[config.mk]
export PLATFORM = sky130hd
export DESIGN_NAME = seg_scan_ctrl
export DESIGN_NICKNAME = d
export VERILOG_FILES = /design/src/rtl/seg_pkg.sv /design/src/rtl/bin2bcd_seq.sv /design/src/rtl/seg_dec.sv /design/src/rtl/seg_scan_ctrl.sv
export SDC_FILE = /design/constraint.sdc
export NUM_CORES = 1
export LEC_CHECK = 0
export ABC_AREA = 0
export ABC_CLOCK_PERIOD_IN_PS = 5200
export BUFFER_PORTS_ARGS = -buffer_cell sky130_fd_sc_hd__buf_2
export CAP_MARGIN = 20
export CORE_MARGIN = 2
export CORE_UTILIZATION = 40
export DETAILED_ROUTE_END_ITERATION = 6
export PLACE_DENSITY_LB_ADDON = 0.15
export SLEW_MARGIN = 20
export SYNTH_ARGS = -nofsm -noshare
export SYNTH_HDL_FRONTEND = slang
export SYNTH_SLANG_ARGS = --single-unit
[constraint.sdc]
create_clock -name clk -period 5.2 [get_ports clk]
set_clock_uncertainty 0.05 [all_clocks]
set_input_delay 1.04 -clock clk [delete_from_list [all_inputs] [get_ports clk]]
set_output_delay 1.04 -clock clk [all_outputs]
set_load 0.01 [all_outputs]
[src/rtl/seg_pkg.sv]
// Shared types and constants for the multiplexed 7-segment display controller.
package seg_pkg;

    localparam logic [6:0] SEG_BLANK = 7'b1111111;
    localparam logic [6:0] SEG_DASH  = 7'b1111110;

    typedef logic [3:0] bcd_digit_t;

    typedef enum logic [1:0] {
        IDLE   = 2'd0,
        CONV   = 2'd1,
        COMMIT = 2'd2
    } scan_state_t;

    // Largest value that fits in n decimal digits (10^n - 1).
    function automatic logic [63:0] max_display(input int n);
        logic [63:0] p;
        p = 64'd1;
        for (int i = 0; i < n; i++) p = p * 64'd10;
        return p - 64'd1;
    endfunction

endpackage

[src/rtl/bin2bcd_seq.sv]
// Sequential shift-add-3 binary to BCD converter, one input bit per cycle.
// state  | meaning
// IDLE   | waiting for start, captures bin and overflow flag
// CONV   | VAL_W add-3/shift steps
// COMMIT | result stable on bcd/ovf, done pulses for one cycle
module bin2bcd_seq
    import seg_pkg::*;
#(
    parameter int DIGITS = 4,
    parameter int VAL_W  = 14
) (
    input  logic                     clk,
    input  logic                     rst,
    input  logic                     start,
    input  logic [VAL_W-1:0]         bin,
    output logic                     busy,
    output logic                     done,
    output bcd_digit_t [DIGITS-1:0]  bcd,
    output logic                     ovf
);

    localparam int CNT_W = (VAL_W > 1) ? $clog2(VAL_W) : 1;
    localparam int CAT_W = 4 * DIGITS + VAL_W;
    localparam logic [63:0] MAX_DISP = max_display(DIGITS);

    scan_state_t               state_q, state_nxt;
    logic [VAL_W-1:0]          sh_q;
    bcd_digit_t [DIGITS-1:0]   bcd_q, bcd_adj;
    logic [CNT_W-1:0]          cnt_q;
    logic                      ovf_q, busy_q, last_bit;
    logic [CAT_W-1:0]          cat;

    assign last_bit = (cnt_q == CNT_W'(VAL_W - 1));
    assign cat      = {bcd_adj, sh_q};

    always_comb begin
        state_nxt = state_q;
        unique case (state_q)
            IDLE:    if (start) state_nxt = CONV;
            CONV:    if (last_bit) state_nxt = COMMIT;
            COMMIT:  state_nxt = IDLE;
            default: state_nxt = IDLE;
        endcase
    end

    always_comb begin
        bcd_adj = bcd_q;
        for (int i = 0; i < DIGITS; i++) begin
            if (bcd_q[i] >= 4'd5) bcd_adj[i] = bcd_q[i] + 4'd3;
        end
    end

    always_ff @(posedge clk) begin
        if (rst) begin
            state_q <= IDLE;
            sh_q    <= '0;
            bcd_q   <= '0;
            cnt_q   <= '0;
            ovf_q   <= 1'b0;
            busy_q  <= 1'b0;
        end else begin
            state_q <= state_nxt;
            busy_q  <= (state_nxt != IDLE);
            if (state_q == IDLE && start) begin
                sh_q  <= bin;
                bcd_q <= '0;
                cnt_q <= '0;
                ovf_q <= (64'(bin) > MAX_DISP);
            end else if (state_q == CONV) begin
                {bcd_q, sh_q} <= {cat[CAT_W-2:0], 1'b0};
                cnt_q         <= cnt_q + 1'b1;
            end
        end
    end

    assign busy = busy_q;
    assign done = (state_q == COMMIT);
    assign bcd  = bcd_q;
    assign ovf  = ovf_q;

endmodule

[src/rtl/seg_dec.sv]
// BCD nibble to active-low 7-segment pattern, a..g on bits 6..0.
module seg_dec
    import seg_pkg::*;
(
    input  bcd_digit_t  digit,
    output logic [6:0]  seg
);

    always_comb begin
        seg = SEG_BLANK;
        unique case (digit)
            4'd0: seg = 7'b0000001;
            4'd1: seg = 7'b1001111;
            4'd2: seg = 7'b0010010;
            4'd3: seg = 7'b0000110;
            4'd4: seg = 7'b1001100;
            4'd5: seg = 7'b0100100;
            4'd6: seg = 7'b0100000;
            4'd7: seg = 7'b0001111;
            4'd8: seg = 7'b0000000;
            4'd9: seg = 7'b0000100;
            default: seg = SEG_BLANK;
        endcase
    end

endmodule

[src/rtl/seg_scan_ctrl.sv]
// Multiplexed common-anode 7-segment driver: sequential BCD conversion with
// atomic commit, free-running digit scan and one shared decoder.
module seg_scan_ctrl
    import seg_pkg::*;
#(
    parameter int DIGITS      = 4,
    parameter int VAL_W       = 14,
    parameter int REFRESH_DIV = 50000
) (
    input  logic               clk,
    input  logic               rst,
    input  logic [VAL_W-1:0]   value_i,
    input  logic               load_i,
    input  logic               blank_lz_i,
    output logic               busy_o,
    output logic [6:0]         bcn_o,
    output logic [DIGITS-1:0]  an_o
);

    localparam int PRE_W = $clog2(REFRESH_DIV);
    localparam int IDX_W = (DIGITS > 1) ? $clog2(DIGITS) : 1;

    logic                     conv_done, conv_ovf;
    bcd_digit_t [DIGITS-1:0]  conv_bcd, dig_q;
    logic                     ovf_q;
    logic [PRE_W-1:0]         pre_q;
    logic [IDX_W-1:0]         idx_q;
    logic [DIGITS-1:0]        lz;
    logic [6:0]               dec_seg, seg_sel;
    logic [6:0]               bcn_q;
    logic [DIGITS-1:0]        an_q;

    bin2bcd_seq #(.DIGITS(DIGITS), .VAL_W(VAL_W)) u_conv (
        .clk   (clk),
        .rst   (rst),
        .start (load_i),
        .bin   (value_i),
        .busy  (busy_o),
        .done  (conv_done),
        .bcd   (conv_bcd),
        .ovf   (conv_ovf)
    );

    seg_dec u_dec (
        .digit (dig_q[idx_q]),
        .seg   (dec_seg)
    );

    // lz[i]: digit i and everything above it are zero; digit 0 never qualifies.
    always_comb begin
        logic upper_zero;
        upper_zero = 1'b1;
        lz         = '0;
        for (int i = DIGITS - 1; i >= 0; i--) begin
            upper_zero = upper_zero & (dig_q[i] == 4'd0);
            lz[i]      = upper_zero & (i != 0);
        end
    end

    always_comb begin
        seg_sel = dec_seg;
        if (ovf_q)                         seg_sel = SEG_DASH;
        else if (blank_lz_i && lz[idx_q])  seg_sel = SEG_BLANK;
    end

    always_ff @(posedge clk) begin
        if (rst) begin
            dig_q <= '0;
            ovf_q <= 1'b0;
            pre_q <= '0;
            idx_q <= '0;
            bcn_q <= SEG_BLANK;
            an_q  <= '1;
        end else begin
            if (conv_done) begin
                dig_q <= conv_bcd;
                ovf_q <= conv_ovf;
            end
            if (pre_q == PRE_W'(REFRESH_DIV - 1)) begin
                pre_q <= '0;
                idx_q <= (idx_q == IDX_W'(DIGITS - 1)) ? '0 : idx_q + 1'b1;
            end else begin
                pre_q <= pre_q + 1'b1;
            end
            bcn_q <= seg_sel;
            an_q  <= ~(DIGITS'(1) << idx_q);
        end
    end

    assign bcn_o = bcn_q;
    assign an_o  = an_q;

endmodule

==> results by stage, run 1 <==
Critical path:
- STA puts the critical path data arrival time at 2490 ps.
- Walking the worst path, the cells encountered are buf_2, nand2b_1, a21oi_1.
- The launching element type of the critical path is an input port.
- The buffer and inverter count on the worst path is 1.
- Along the worst path, the maximum fanout reaches 46.
- The critical path starts at rst.
- The slowest stage of the critical path is the sky130_fd_sc_hd__nand2b_1 cell.
- STA puts the critical path data required time at 5350 ps.
- By startpoint and endpoint, the worst setup path is classified as in -> reg.
- The worst setup path is captured at a register.
- The kind of cell with the highest combined delay along the critical path is simple AND/OR/NAND/NOR gates.
- The endpoint identified for the worst register-to-register timing path is bcn_o[3].
- The internal reg-to-reg setup slack is 2900 ps.
- The startpoint identified for the worst register-to-register timing path is idx_q[0].
- The critical path's largest stage delay is 710 ps.
- The number of cells traversed by the worst register-to-register path is 4.

Clocking:
- The later pin in the worst-skew pair is clocked with a latency of 350 ps.
- The root buffer selected by CTS is sky130_fd_sc_hd__clkbuf_8.
- CTS built an H-tree with a depth of 3.
- The number of hold-repair buffers added at the cts stage is 0.
- Counting along the longest clock path gives a buffer depth of 2.
- Counting every sink on the clock net gives 84.
- After clock tree synthesis, the clock-pin slew on the worst setup and hold paths is 80 ps.
- In this run, CTS created clock tree buffers numbering 9.
- Once the clock tree was built, the resizer swapped 0 gates to a different size.
- The CTS tree is yes.
- Once the clock tree was built, the setup fixing pass inserted 0 buffers.

Logic synthesis:
- Summing the areas of all compound-gate instances in the mapped netlist gives 14.2% of the synthesized area.
- The synthesized design contains 84 register bits.
- The portion of netlist area occupied by mux cells is 3.78%.
- The number of synthesis warnings is 0.
- The number of instances in the synthesized netlist is 448.
- The simple-gate area share of the yosys netlist is 19.9%.
- Summing every instance area after synthesis gives 0.00380 sq mm.
- Each instance of the synthesized netlist takes up on average 8.49 sq um.
- Summing the areas of all fa, ha and maj instances in the mapped netlist gives 6.91% of the synthesized area.
- After synthesis, the largest family of logic cells by area is simple AND/OR/NAND/NOR gates.
- The part of the Yosys area used for sequential elements is 44.2%.
- The netlist uses 36 different library cells.
- Of the total synthesized cell area, the portion taken by XOR and XNOR cells is 5.52%.
- Counting every net in the synthesized netlist gives 487.

Floorplanning:
- The width of the chip is 102 microns.
- The starting density of the core is 41.2%.
- Pin placement for this block handled 30 I/O pins.
- The core region is 0.00924 sq mm.
- The die is 102 microns tall.
- The initialized floorplan defines 35 standard-cell rows.
- The total die area is 0.0103 sq mm.

Layout:
- The net count reported at finish is 506.
- The count of cells in the finished layout, fillers not included, comes to 601.
- The growth of design area from synthesis to finish is 10.8%.
- After filler insertion, the fill cell instance count of the layout stands at 929.
- Once layout is complete, the utilization of the core stands at 45.6%.
- The final antenna diode count is 0.
- The fraction of layout cells with a size suffix above 1 is 11.4%.

GRT:
- The total track usage is 15.5%.
- The via count of the first global-routing pass is 2702.
- The wire length of the first global-routing pass is 12.7 mm.
- The number of antenna violations at the first check in global routing was 0.
- The pin count of the biggest net entering global routing is 47.
- The total overflow left after global routing is 0.

Min path:
- The destination of the worst hold path is dig_q[3].
- Along the worst hold path, the cell count comes to 2.
- The source of the worst hold timing path is dig_q[3].
- The worst min-delay path class is reg -> reg.

Placement:
- At the placement stage, the worst setup path has a slack of 2450 ps.
- The number of placed instances, taps included is 585.
- At the end of routability-driven placement, the weighted congestion stood at 0.757.
- The half-perimeter wire length after detailed placement is 5.05 mm.
- Input and output buffers added on the ports amount to 29.

STA:
- Setup repair after global routing left no endpoint under its margin.
- Setup slack closes at 2860 ps.
- The worst path uses 45.1% of the clock period.
- The count of final hold-check violations is 0.
- Counting I/O delays and the setup requirement, the final critical path takes 2340 ps.
- Setup violations remaining at the end of the flow were counted as 0.
- The fmax is 427 MHz.
- In this run the tightest slew margin relative to its limit is 45.3%.
- The final number of max-transition violations is 0.
- At the pin with the least slew margin, the transition time is 820 ps.
- After routing, the total negative slack on setup checks comes to 0 ps.

Outcome:
- The flow ran to the end, and the final reports show no timing, DRC or antenna violations.

Drt:
- The remaining antenna violation count after routing is 0.
- For this block, the initial DRC count from the detailed router was 127.
- Before antenna repair, the detailed router went through 5 iterations.
- The total via count in the routed design is 2956.
- In the final routed layout, each cell accounts on average for 12.2 microns.
- The remaining design rule violation count is 0.
- In the routed layout, each cell is associated on average with a via count of 4.92.
- After detailed routing, the total wire length is 7.32 mm.

Power and ir drop:
- The worst ir drop on vdd is 0.127 mV.
- In this run the static leakage power is 1.53 nW.
- The total power per unit cell area is 280 mW/mm^2.
- Overall power consumption after layout is estimated at 1.18 mW.

Job:
- The number of max-cap violations is 0.
-- cells in the final DEF, fill, tap and decap left out, types with 2 or more instances in the layout --
| cell type | netlist | final |
|---|---|---|
| sky130_fd_sc_hd__nand2_1 | 66 | 66 |
| sky130_fd_sc_hd__ha_1 | 21 | 21 |
| sky130_fd_sc_hd__clkbuf_8 | 0 | 11 |
| sky130_fd_sc_hd__nand3_1 | 14 | 14 |
| sky130_fd_sc_hd__o21ai_1 | 3 | 3 |
| sky130_fd_sc_hd__o22ai_1 | 12 | 12 |
| sky130_fd_sc_hd__nor2_1 | 47 | 47 |
| sky130_fd_sc_hd__and3_1 | 3 | 3 |
| sky130_fd_sc_hd__buf_4 | 0 | 2 |
| sky130_fd_sc_hd__dfxtp_1 | 84 | 84 |
| sky130_fd_sc_hd__xnor2_1 | 12 | 12 |
| sky130_fd_sc_hd__mux4_2 | 3 | 3 |
| sky130_fd_sc_hd__inv_1 | 29 | 29 |
| sky130_fd_sc_hd__nand2b_1 | 11 | 11 |
| sky130_fd_sc_hd__o21ai_0 | 13 | 13 |
| sky130_fd_sc_hd__nand4_1 | 4 | 4 |
| sky130_fd_sc_hd__nor4_1 | 6 | 6 |
| sky130_fd_sc_hd__clkinvlp_4 | 0 | 3 |
| sky130_fd_sc_hd__a21oi_1 | 43 | 43 |
| sky130_fd_sc_hd__buf_2 | 0 | 29 |
| sky130_fd_sc_hd__nor3_1 | 9 | 9 |
| sky130_fd_sc_hd__a211oi_1 | 3 | 3 |
| sky130_fd_sc_hd__and2_1 | 3 | 3 |
| sky130_fd_sc_hd__xor2_1 | 12 | 12 |
| sky130_fd_sc_hd__a221oi_1 | 11 | 11 |
| sky130_fd_sc_hd__mux2i_1 | 5 | 5 |
-- registers in the layout, summed over array words and instances (netlist names) --
signal          count
u_conv.ovf          1
an_o                4
pre_q              16
u_conv.cnt_q        4
ovf_q               1
idx_q               2
u_conv.state_q      2
bcn_o               7
u_conv.sh_q        14
u_conv.bcd         16
dig_q              16
u_conv.busy         1
-- power by group --
group | switching [mW] | total (mW) | internal [mW] | leakage, nW
clock | 0.234 | 0.433 | 0.199 | 0.0876
sequential | 0.0107 | 0.672 | 0.661 | 0.684
combinational | 0.0470 | 0.0764 | 0.0295 | 0.760
total | 0.292 | 1.18 | 0.890 | 1.53
-- logic make-up (layout without fill, tap and decap cells) --
family          Yosys count  count (layout)
simple gates            169             169
compound gates           89              89
flops                    84              84
buf+inv                  52              76
xor+xnor                 24              24
fa+ha+maj                21              21
mux                       9               9
-- tightest hold or removal path: cells and delay by family, from the launching register on --
kind / cells / cell delay (ps)
AO/OA/AOI/OAI: 1 / 50
AND/OR/NAND/NOR: 1 / 50
flip-flops: 1 / 320
-- cell usage after synthesis, drive strengths merged --
cell type	n	area, sq um
nor3b	1	7.51
nor4	6	37.5
nand2	66	248
nand3	14	70.1
a211oi	3	22.5
clkbuf	18	67.6
inv	29	109
and3	3	18.8
dfxtp	84	1680
nand2b	11	68.8
mux4	4	93.8
o22ai	12	75.1
nor2b	1	6.26
a2111oi	1	27.5
nor2	47	176
mux2i	5	50.1
o311ai	1	8.76
xor2	12	105
and2	3	18.8
or2	1	8.76
ha	21	263
xnor2	12	105
or3	1	7.51
nand4	4	25.0
nor4bb	1	10.0
a21oi	43	215
buf	5	33.8
a22oi	1	7.51
nand3b	1	7.51
a221oi	11	96.3
nor3	9	45.0
o21a	1	7.51
o21ai	16	80.1
-- routing by layer --
metal | track usage [%] | part of all wire, % | up-vias
met5 | 0 | 0 | -
met4 | 5.61 | 1.3 | 0
met3 | 3.80 | 2.6 | 6
met2 | 23.1 | 43 | 34
met1 | 21.6 | 53 | 1359
li1 | - | - | 1557
-- how the worst max path moves through the flow --
| stage | slack [ps] | cells past startpoint | to |
|---|---|---|---|
| floorplan | 3030 | 5 | pre_q[10] |
| global placement | 2480 | 3 | u_conv.cnt_q[2] |
| detailed placement | 2450 | 3 | u_conv.cnt_q[1] |
| CTS | 2850 | 3 | u_conv.bcd[8] |
| global route | 2700 | 4 | bcn_o[1] |
| finish | 2860 | 3 | u_conv.bcd[9] |
-- layout make-up --
type	instances	area (sq um)	area share [%]
tap	129	161	3.83
inverter	29	109	2.58
timing repair buffer	31	160	3.80
multi-input combinational	312	1920	45.4
sequential	84	1680	39.9
clock inverter	5	36.3	0.861
clock buffer	11	151	3.59
-- stage by stage --
step	instance area (sq um)	hold WS, ps
final	4220	410
after global routing	4220	427
after CTS	4210	408
after detailed placement	4030	398
after global placement	4030	393
after floorplan	3800	380
No activity file was read; power rests on OpenSTA's default activity.
==> run 2, diff against run 1 <==
Settings changed: ABC_AREA 0 to 1, ABC_CLOCK_PERIOD_IN_PS 5200 to 2100.
Clock period 5.2 ns to 2.1 ns, I/O delays scaled along.
==> run 2 against run 1 <==
Routed wire length up 12%; core utilization increased by 0.29 points; non-clock buffer count up 5.
==> results by stage, run 2 <==
Floorplanning:
- The placeable core region is 0.00982 sq mm.
- After floorplanning, the core was divided into 36 placement rows.
- In this run the vertical extent of the chip is 105 microns.
- The width of the chip is 105 microns.
- The initial utilization of the core area, before any placement, comes to 41.5%.
- The floorplan step defined a die boundary enclosing 0.0110 sq mm.
- The number of primary I/O pins is 30.

Critical path:
- In this run the worst path has a maximum fanout of 12.
- The worst path arrival time is 1980 ps.
- By startpoint and endpoint, the worst setup path is classified as reg -> reg.
- The critical path's largest stage delay is 470 ps.
- The endpoint of the worst-slack reg-to-reg timing path is bcn_o[0].
- Broken down by cell family, the worst path's largest delay share belongs to simple AND/OR/NAND/NOR gates.
- Across all register-to-register paths, the minimum setup slack is 300 ps.
- For the worst flop-to-flop path, the logic depth is 11.
- In this run the critical register-to-register path is launched from idx_q[0].
- The launching element type of the critical path is a register.
- The data required time at the worst endpoint is 2280 ps.
- The cell with the most instances on the worst path is sky130_fd_sc_hd__nand2_1.
- For this design, the slowest cell found on the critical path is sky130_fd_sc_hd__dfxtp_1.
- STA classifies the critical path endpoint as a register.
- The buffer and inverter count on the worst path is 2.
- The signal on the critical path passes through inv_2, nand2_1, nand3_1, nand2_1, inv_1, ha_1, nand3b_1, nand3_1, nand2_1, nand2_1, nand2_1.

Placement:
- The count of input and output buffers is 29.
- The half-perimeter wire length after detailed placement is 6.03 mm.
- Routability-driven placement finished with a final weighted congestion of 0.805.

GRT:
- Entering global routing, the biggest net connects 37 pins.
- The global route total overflow is 0.
- The via count of the first global-routing pass is 3170.
- The number of antenna violations at the first check in global routing is 0.
- Global routing consumed, over all layers together, 15.7% of the routing resources.
- The wire length of the first global-routing pass is 14.2 mm.

Logic synthesis:
- The synthesized-area fraction occupied by ao, oa, aoi and oai cells is 13.9%.
- Counting flops with an async set or reset pin after synthesis yields a share of 0%.
- The fraction of the mapped netlist area in adder cells is 6.45%.
- The portion of netlist area occupied by mux cells is 0.553%.
- The number of instances in the synthesized netlist is 537.
- Averaged over all synthesized cells, the footprint is 7.58 sq um.
- After Yosys synthesis, and, or, nand and nor cells account for 26.6% of the synthesized area.
- The count of cell types in the netlist is 35.
- The share of the synthesized netlist area taken by xor and xnor gates is 2.15%.
- The combined area of all synthesized cells is 0.00407 sq mm.
- The net count after synthesis is 576.
- The commonest cells after synthesis are sky130_fd_sc_hd__nand2_1 (101), sky130_fd_sc_hd__dfxtp_1 (84), sky130_fd_sc_hd__inv_1 (60).
- Sequential elements use 41.3% of the synthesized area.
- The number of flops mapped to enable cells by yosys is 0.
- The number of synthesis warnings is 0.
- In the synthesized netlist the dominant register cell turns out to be sky130_fd_sc_hd__dfxtp_1.
- By area, the combinational part of the netlist is dominated by simple AND/OR/NAND/NOR gates.
- By instance count, the leading cell after synthesis is sky130_fd_sc_hd__nand2_1.
- The largest total area in the synthesized netlist belongs to sky130_fd_sc_hd__dfxtp_1.
- Counting flops and latches in the post-synthesis netlist gives 84.
- By area the synthesized netlist is led by sky130_fd_sc_hd__dfxtp_1 (41%), sky130_fd_sc_hd__nand2_1 (9.3%), sky130_fd_sc_hd__nand3_1 (6.9%).
- After synthesis, the largest area contributor takes up 41.3% of total cell area.

Drt:
- In the final routed layout, each cell accounts on average for 11.7 microns.
- In the routed layout, each cell is associated on average with a via count of 4.86.
- Once detail routing completed, the nets flagged for antenna violations numbered 0.
- In the routed design, unresolved DRC markers number 0.
- The routed wire length is 8.23 mm.
- The number of detailed-route iterations in the first pass is 4.
- The total via count in the routed design is 3423.
- The number of design-rule violations left by the first detailed-router iteration is 188.

Power and ir drop:
- The worst ir drop on vdd is 0.290 mV.
- The total power per unit cell area is 662 mW/mm^2.
- The reported leakage power is 1.94 nW.
- Power comes to 2.98 mW.

STA:
- In the finished design, the share of the clock period the worst path needs comes to 85.7%.
- The setup-violating endpoint count in the final report is 0.
- Measured against its own limit, the worst slew margin works out to 68.2%.
- At the pin with the least slew margin, the transition time is 476 ps.
- The sum of negative setup slack is 0 ps.
- The count of final hold-check violations is 0.
- The final number of max-transition violations was 0.
- The fmax is 556 MHz.
- The worst path in the final design needs a cycle of 1800 ps, including I/O delays and setup.
- Setup repair after global routing left no endpoint under its margin.

Clocking:
- The number of cells upsized or downsized after cts is 0.
- After clock tree synthesis, the clock-pin slew on the worst setup and hold paths is 90 ps.
- After clock tree synthesis, the setup repair step added 0 buffers.
- Counting along the longest clock path gives a buffer depth of 2.
- The cell sitting at the root of the clock tree is a sky130_fd_sc_hd__clkbuf_8.
- The clock tree synthesis step divided the H-tree into 3 levels.
- The clock latency at the later pin of the worst-skew pair is 350 ps.
- Counting the buffers created by CTS gives 9.
- The CTS tree is yes.
- The number of hold-repair buffers added at the cts stage is 0.
- The clock sink total is 84.

Min path:
- The destination of the worst hold path is u_conv.sh_q[0].
- The worst hold path begins at value_i[0].
- The tightest min-delay check is of the in -> reg type.
- The number of stages on the worst hold path is 3.

Job:
- Across the run, the number of max-cap violations was 0.

Layout:
- Cells with a size suffix above 1 make up 14.9% of the layout.
- The repair_antennas step left the layout with diodes totalling 0.
- The growth of design area from synthesis to finish is 10.7%.
- At the end of the flow, the number of nets in the layout was 606.
- The top cell types in the final layout, fill and taps aside, are sky130_fd_sc_hd__nand2_1 (101), sky130_fd_sc_hd__dfxtp_1 (84), sky130_fd_sc_hd__inv_1 (60), sky130_fd_sc_hd__nand3_1 (56), sky130_fd_sc_hd__a21oi_1 (42).
- The library cell used most frequently in the layout, excluding fill and tap cells, is sky130_fd_sc_hd__nand2_1.
- The filler cell count is 1036.

Outcome:
- The run finished with clean final reports.
## run 2: how the worst max path moves through the flow
stage | startpoint | depth (start not counted) | slack, ps | end
6_report | idx_q[0] | 11 | 300 | bcn_o[0]
4_1_cts | idx_q[0] | 11 | 310 | bcn_o[0]
5_1_grt | idx_q[0] | 11 | 120 | bcn_o[0]
2_1_floorplan | idx_q[0] | 12 | 490 | bcn_o[0]
3_5_place_dp | idx_q[0] | 11 | 330 | bcn_o[0]
3_3_place_gp | idx_q[0] | 11 | 370 | bcn_o[0]
## run 2: area by class of cell
cell class	instances	area (sq um)	share of cell area, %
clock inverters	5	37.5	0.833
inverters	72	270	6.00
well taps	133	166	3.69
clock buffers	11	131	2.91
repair buffers	36	198	4.39
flip-flops and latches	84	1680	37.3
multi-input cells	364	2020	44.9
## run 2: routing by layer
layer | up-vias | part of all wire [%] | global-route usage (%)
met5 | - | 0 | 0
met4 | 0 | 1.1 | 5.43
met3 | 9 | 2.6 | 2.68
met2 | 39 | 45 | 25.2
met1 | 1536 | 51 | 21.3
li1 | 1839 | - | -
## run 2: logic make-up (layout without fill, tap and decap cells)
| kind of cell | Yosys count | count (layout) |
|---|---|---|
| multiplexers | 1 | 1 |
| buffers and inverters | 89 | 124 |
| XOR/XNOR | 10 | 10 |
| AO/OA/AOI/OAI | 101 | 101 |
| flip-flops | 84 | 84 |
| adder cells (fa/ha/maj) | 21 | 21 |
| AND/OR/NAND/NOR | 231 | 231 |
## run 2: worst reg2reg max path, cell delays in order (launching register included)
cell	delay [ps]
sky130_fd_sc_hd__dfxtp_1	470
sky130_fd_sc_hd__inv_2	160
sky130_fd_sc_hd__nand2_1	90
sky130_fd_sc_hd__nand3_1	70
sky130_fd_sc_hd__nand2_1	180
sky130_fd_sc_hd__inv_1	90
sky130_fd_sc_hd__ha_1	190
sky130_fd_sc_hd__nand3b_1	160
sky130_fd_sc_hd__nand3_1	90
sky130_fd_sc_hd__nand2_1	50
sky130_fd_sc_hd__nand2_1	50
sky130_fd_sc_hd__nand2_1	40
## run 2: power breakdown
group          switching (mW)  internal, mW  total [mW]
sequential             0.0336          1.65        1.68
combinational           0.182        0.0962       0.278
clock                   0.588         0.435        1.02
## run 2: metrics by stage
stage / util, % / area, sq um / cells / setup slack [ps] / hold slack, ps
6_report: 45.9 / 4510 / 705 / 300 / 224
5_1_grt: 45.9 / 4510 / 705 / 118 / 210
4_1_cts: 45.9 / 4510 / 705 / 310 / 197
3_5_place_dp: 44.2 / 4340 / 689 / 331 / 396
3_3_place_gp: 44.2 / 4340 / 689 / 371 / 377
2_1_floorplan: - / 4070 / 537 / 490 / 368
